## config.mk

```make
export PLATFORM = sky130hd
export DESIGN_NAME = posit_mul_driver
export DESIGN_NICKNAME = d
export VERILOG_FILES = /design/src/rtl/posit_pkg.sv /design/src/rtl/posit_byte_sel.sv /design/src/rtl/posit_mul_driver.sv
export SDC_FILE = /design/constraint.sdc
export NUM_CORES = 1
export LEC_CHECK = 0
export ABC_AREA = 1
export CAP_MARGIN = 0
export CORE_UTILIZATION = 54
export CTS_BUF_LIST = sky130_fd_sc_hd__clkbuf_4 sky130_fd_sc_hd__clkbuf_8
export DETAILED_ROUTE_END_ITERATION = 6
export GPL_TIMING_DRIVEN = 0
export PLACE_DENSITY = 0.8
export SYNTH_ARGS = -nofsm -noshare
export SYNTH_HDL_FRONTEND = slang
export SYNTH_HIERARCHICAL = 1
export SYNTH_SLANG_ARGS = --single-unit
```

## constraint.sdc

```tcl
create_clock -name clk -period 2.41 [get_ports clk]
set_input_delay 0.482 -clock clk [delete_from_list [all_inputs] [get_ports clk]]
set_output_delay 0.482 -clock clk [all_outputs]
set_load 0.02 [all_outputs]
```

## src/rtl/posit_pkg.sv

```systemverilog
// Shared types and constants for the posit multiplier driver slice.
package posit_pkg;

  localparam int PW    = 32;
  localparam int ES    = 4;
  localparam int BYTES = PW / 8;

  typedef enum logic [2:0] {
    IDLE,
    LOAD_A,
    LOAD_B,
    SETTLE,
    RD_HI,
    RD_LO,
    CAP,
    RESP
  } state_t;

  // Byte slot codes on the multiplier load port; slot 0 is the MSB.
  localparam logic [1:0] MODE_B3 = 2'd0;
  localparam logic [1:0] MODE_B2 = 2'd1;
  localparam logic [1:0] MODE_B1 = 2'd2;
  localparam logic [1:0] MODE_B0 = 2'd3;

  localparam logic [PW-1:0] NAR = 32'h8000_0000;

endpackage

```

## src/rtl/posit_byte_sel.sv

```systemverilog
// Combinational 32->8 byte mux indexed by load slot (slot 0 = MSB).
module posit_byte_sel
  import posit_pkg::*;
(
  input  logic [PW-1:0] word,
  input  logic [1:0]    slot,
  output logic [7:0]    byte_out
);

  always_comb begin
    byte_out = word[7:0];
    case (slot)
      MODE_B3: byte_out = word[31:24];
      MODE_B2: byte_out = word[23:16];
      MODE_B1: byte_out = word[15:8];
      MODE_B0: byte_out = word[7:0];
      default: byte_out = word[7:0];
    endcase
  end

endmodule

```

## src/rtl/posit_mul_driver.sv

```systemverilog
// Byte-serial load / 16-bit readback initiator for the posit multiplier,
// with valid/ready handshakes on the operand and result sides.
module posit_mul_driver
  import posit_pkg::*;
#(
  parameter int   SETTLE_CYCLES = 1,
  parameter logic B_CACHE       = 1'b1
) (
  input  logic        clk,
  input  logic        reset,
  input  logic        in_valid,
  output logic        in_ready,
  input  logic [31:0] op_a,
  input  logic [31:0] op_b,
  output logic        out_valid,
  input  logic        out_ready,
  output logic [31:0] result,
  output logic [7:0]  pm_data_in,
  output logic        pm_a_b,
  output logic        pm_load,
  output logic        pm_in_out,
  output logic [1:0]  pm_mode_in,
  output logic        pm_mode_out,
  input  logic [15:0] pm_data_out
);

  localparam int             SW          = (SETTLE_CYCLES > 1) ? $clog2(SETTLE_CYCLES) : 1;
  localparam logic [SW-1:0]  SETTLE_LAST = SW'(SETTLE_CYCLES - 1);
  localparam logic [1:0]     LAST_BYTE   = 2'(BYTES - 1);

  state_t          state, state_d;
  logic [1:0]      cnt, cnt_d;
  logic [SW-1:0]   set_cnt, set_d;
  logic [PW-1:0]   a_sh, b_sh, a_sh_d, b_sh_d;
  logic [PW-1:0]   b_last;
  logic            b_cache_vld;
  logic            accept, b_hit, load_d;
  logic [PW-1:0]   src_word;
  logic [7:0]      sel_byte;

  assign accept = (state == IDLE) && in_valid && in_ready;
  assign b_hit  = B_CACHE && b_cache_vld && (b_sh == b_last);

  always_comb begin
    state_d = state;
    cnt_d   = cnt;
    set_d   = set_cnt;
    a_sh_d  = a_sh;
    b_sh_d  = b_sh;
    case (state)
      IDLE: begin
        if (accept) begin
          state_d = LOAD_A;
          cnt_d   = '0;
          a_sh_d  = op_a;
          b_sh_d  = op_b;
        end
      end
      LOAD_A: begin
        if (cnt == LAST_BYTE) begin
          cnt_d = '0;
          if (b_hit) begin
            state_d = SETTLE;
            set_d   = '0;
          end else begin
            state_d = LOAD_B;
          end
        end else begin
          cnt_d = cnt + 2'd1;
        end
      end
      LOAD_B: begin
        if (cnt == LAST_BYTE) begin
          state_d = SETTLE;
          cnt_d   = '0;
          set_d   = '0;
        end else begin
          cnt_d = cnt + 2'd1;
        end
      end
      SETTLE: begin
        if (set_cnt == SETTLE_LAST) state_d = RD_HI;
        else                        set_d   = set_cnt + SW'(1);
      end
      RD_HI:   state_d = RD_LO;
      RD_LO:   state_d = CAP;
      CAP:     state_d = RESP;
      RESP:    if (out_valid && out_ready) state_d = IDLE;
      default: state_d = IDLE;
    endcase
  end

  // Outputs are decoded from the next state and latched with it, so every
  // port is a flop that lines up cycle-for-cycle with the state register.
  assign load_d   = (state_d == LOAD_A) || (state_d == LOAD_B);
  assign src_word = (state_d == LOAD_A) ? a_sh_d : b_sh_d;

  posit_byte_sel u_byte_sel (
    .word     (src_word),
    .slot     (cnt_d),
    .byte_out (sel_byte)
  );

  always_ff @(posedge clk) begin
    if (reset) begin
      state       <= IDLE;
      cnt         <= '0;
      set_cnt     <= '0;
      a_sh        <= '0;
      b_sh        <= '0;
      b_last      <= '0;
      b_cache_vld <= 1'b0;
      in_ready    <= 1'b0;
      out_valid   <= 1'b0;
      result      <= '0;
      pm_data_in  <= '0;
      pm_a_b      <= 1'b0;
      pm_load     <= 1'b0;
      pm_in_out   <= 1'b0;
      pm_mode_in  <= '0;
      pm_mode_out <= 1'b0;
    end else begin
      state       <= state_d;
      cnt         <= cnt_d;
      set_cnt     <= set_d;
      a_sh        <= a_sh_d;
      b_sh        <= b_sh_d;
      in_ready    <= (state_d == IDLE);
      out_valid   <= (state_d == RESP);
      pm_load     <= load_d;
      pm_a_b      <= (state_d == LOAD_A);
      pm_mode_in  <= load_d ? cnt_d : '0;
      pm_data_in  <= load_d ? sel_byte : '0;
      pm_in_out   <= (state_d == RD_HI) || (state_d == RD_LO) || (state_d == CAP);
      pm_mode_out <= (state_d == RD_HI);
      if (state == LOAD_B && cnt == LAST_BYTE) begin
        b_last      <= b_sh;
        b_cache_vld <= 1'b1;
      end
      // Readback data lags the half select by one cycle on the multiplier side.
      if (state == RD_LO) result[31:16] <= pm_data_out;
      if (state == CAP)   result[15:0]  <= pm_data_out;
    end
  end

endmodule

```

==> summary.txt <==
Power
  • Pwr per Cell Area: 678 nW/µm²
  • P_leak: 3.80 nW
  • Worst VDD drop: 0.502 mV

Global routing
  • Met3 Usage GRT: 6.27%
  • Pin count of the biggest net entering global routing: 17
  • First-pass GRT wire length: 27900 µm
  • Gr usage total: 28.0%
  • Vias in the first global route: 5752
  • Most Used Layer, Global Route: met2
  • Global-route met2 utilization: 44.6%
  • M1 GR Usage: 36.7%
  • Grt ovf: 0
  • Initial antenna violation count: 0

Floorplan
  • FP Rows: 40
  • Initial Util: 55.7%
  • Die area: 12900 µm²
  • Core area: 12100 µm²
  • Die Ht: 114 µm
  • Top Ports: 132
  • Die Span X: 114 µm

Critical path
  • Setup crit start kind: flop
  • CP max FO: 10
  • Critical Path AT: 2650 ps
  • Reg2reg end: pm_data_in[1]
  • Worst reg-to-reg path cell count: 15
  • Crit. End Element: flop
  • WS Path Type: reg2reg
  • Worst path required time: 2810 ps
  • Worst r2r src: state[1]
  • FF-to-FF setup slack: 160 ps

Synth
  • Post-synth ARST share: 0%
  • EDFF count, synth: 0
  • Synth warnings: 6
  • Avg Cell Area, Syn: 7.47 µm²
  • Count leader, synth: nand2_1
  • Largest cells by area after synthesis: dfxtp_1 45%, nand2_1 8.4%, inv_1 7.2%
  • Sequential share of the synthesized area: 44.7%
  • Ys flop type: dfxtp_1
  • Post-synth top cells: 151 x nand2_1, 150 x dfxtp_1, 128 x inv_1
  • Net count after synthesis: 985
  • Synth top area share: 44.7%
  • Yosys reg bits: 150
  • Syn Std Cell Area: 6720 µm²
  • Largest area contributor in the netlist: dfxtp_1
  • Synth unique cells: 32
  • Mapped Cells: 900

Final layout
  • ANT cells: 0
  • Nets: 1136
  • Post-route insts no fill: 1232
  • Cell area after layout: 8740 µm²
  • Fillers: 1003
  • Ratio of cells with drive above 1 in the final layout: 10.7%
  • FF+latch area: 3000 µm²
  • Multi-input gate area: 2920 µm²
  • Area Overhead vs Synth: 30.1%

Hold path
  • Hold Path Origin: result[5]
  • Hold crit path type: reg2reg
  • WHS Path Cells: 2
  • Hold Path Sink: result[5]

STA
  • Final setup vio count: 0
  • Clock Skew: 10.9 ps
  • Period minus WS final: 2250 ps
  • Max Freq: 445 MHz
  • Rel. slew slack: 61.9%
  • RSZ-0062 raised after global routing: false
  • Worst Tran Pin Value: 572 ps
  • Final setup TNS: 0 ps
  • Endpoints failing hold: 0
  • Min setup slack post-route: 162 ps
  • Final worst path period share: 93.3%
  • Min Hold Slack: 446 ps
  • Final slew viol count: 0

Route
  • Routed len/inst: 14.1 µm
  • Routed Antenna Nets: 0
  • Via/cell ratio: 5.00
  • Vias: 6162
  • Iteration-0 DRC Markers: 505
  • WL final: 17400 µm
  • Drt drc: 0
  • Pre-antenna DRT Iters: 5

Place
  • Worst slack, placed: -401 ps
  • Placer Congestion: 0.914
  • Post-DP Area: 8240 µm²
  • I/O Buffers: 131
  • Hpwl dp: 12800 µm
  • Placed instance count: 1199

Outcome
  • Outcome: finished clean

Clock network
  • Root Driver: clkbuf_8
  • Total CTS buffers: 17
  • Worst skew pair latency: 460 ps
  • CTS tree: done
  • Maximum clock insertion buffer count: 2
  • Hold Buf Count CTS: 0
  • Worst-path clk slew: 80 ps
  • H-tree Lvls: 4
  • Clock Sinks: 150

Run
  • Max-Cap Viols: 0
[metal layers]
metal | vias up | routed length (µm)
met5 | - | 0
met4 | 0 | 401
met3 | 29 | 1150
met2 | 197 | 7720
met1 | 2769 | 8140
li1 | 3167 | -
[power breakdown]
| group | internal, mW | leakage (nW) | switching [mW] | total (mW) |
|---|---|---|---|---|
| combinational | 0.447 | 2.34 | 0.612 | 1.06 |
| sequential | 2.57 | 1.22 | 0.0491 | 2.62 |
| clock | 1.33 | 0.238 | 0.916 | 2.24 |
| total | 4.35 | 3.80 | 1.58 | 5.92 |
[worst max-delay path by stage]
stage | start | end | slack [ps] | cells past startpoint
after floorplan | state[1] | pm_data_in[0] | 460 | 14
after global placement | in_valid | pm_data_in[3] | -390 | 13
after detailed placement | in_valid | pm_data_in[4] | -400 | 13
after CTS | state[1] | pm_data_in[3] | 80 | 14
after global routing | state[1] | pm_data_in[3] | 7 | 15
final | state[1] | pm_data_in[1] | 160 | 15
[registers in the layout (all words and copies together), names as in the netlist, 2 cells and up]
signal and flops:
state 3, pm_mode_in 2, pm_data_in 8, b_sh 32
b_last 32, cnt 2, a_sh 32, result 32
[layout make-up]
cell class | instances | share of cell area, %
clock buffers | 23 | 3.34
repair buffers | 132 | 15.1
inverters | 135 | 5.80
plain buffers | 51 | 3.67
flip-flops and latches | 150 | 34.4
clock inverters | 9 | 1.98
well taps | 168 | 2.41
multi-input cells | 564 | 33.4
[logic make-up after synthesis]
kind of cell / after synthesis / synth area share (%)
AOI/OAI and AO/OA: 181 / 15.0
xor gates and xnor gates: 4 / 0.522
adders and majority gates: 1 / 0.186
buffers and inverters: 186 / 12.2
DFF: 150 / 44.7
muxes: 32 / 4.77
and+or+nand+nor: 346 / 22.6
[worst max-delay path: stages (launching register included)]
cell and delay [ps]:
dfxtp_1 310, buf_4 170, inv_1 100, nor3_4 320, inv_1 70, nand3_1 150
nor2_1 80, nand2_2 90, buf_6 180, buf_6 190, nand2_2 70, o21ai_2 60
nand3_1 140, nand4_1 130, inv_1 40, nor2_1 100
[repair_timing]
action                     in CTS  in global routing
setup endpoints to repair       8                  8
setup buffers                   0                  1
pin swaps                       0                  1
resized for setup               3                  4
[cells in the final DEF, fill, tap and decap left out, drive strengths merged]
master	instances
nand2	172
dfxtp	150
inv	135
clkdlybuf4s50	131
o21ai	111
nor2	97
a21oi	68
clkbuf	57
nand3	53
mux2i	32
nand4	19
buf	18
bufinv	5
nor3	5
clkinv	3
xor2	2
xnor2	2
a22oi	1
o31ai	1
ha	1
clkinvlp	1
[through the flow]
step                      power (mW)  utilization, %
after floorplan                 3.34               -
after global placement          3.70            68.3
after detailed placement        3.70            68.3
after CTS                       5.93            72.3
after global routing            6.16            72.4
final                           5.92            72.4
(Power assumes the default switching activity.)
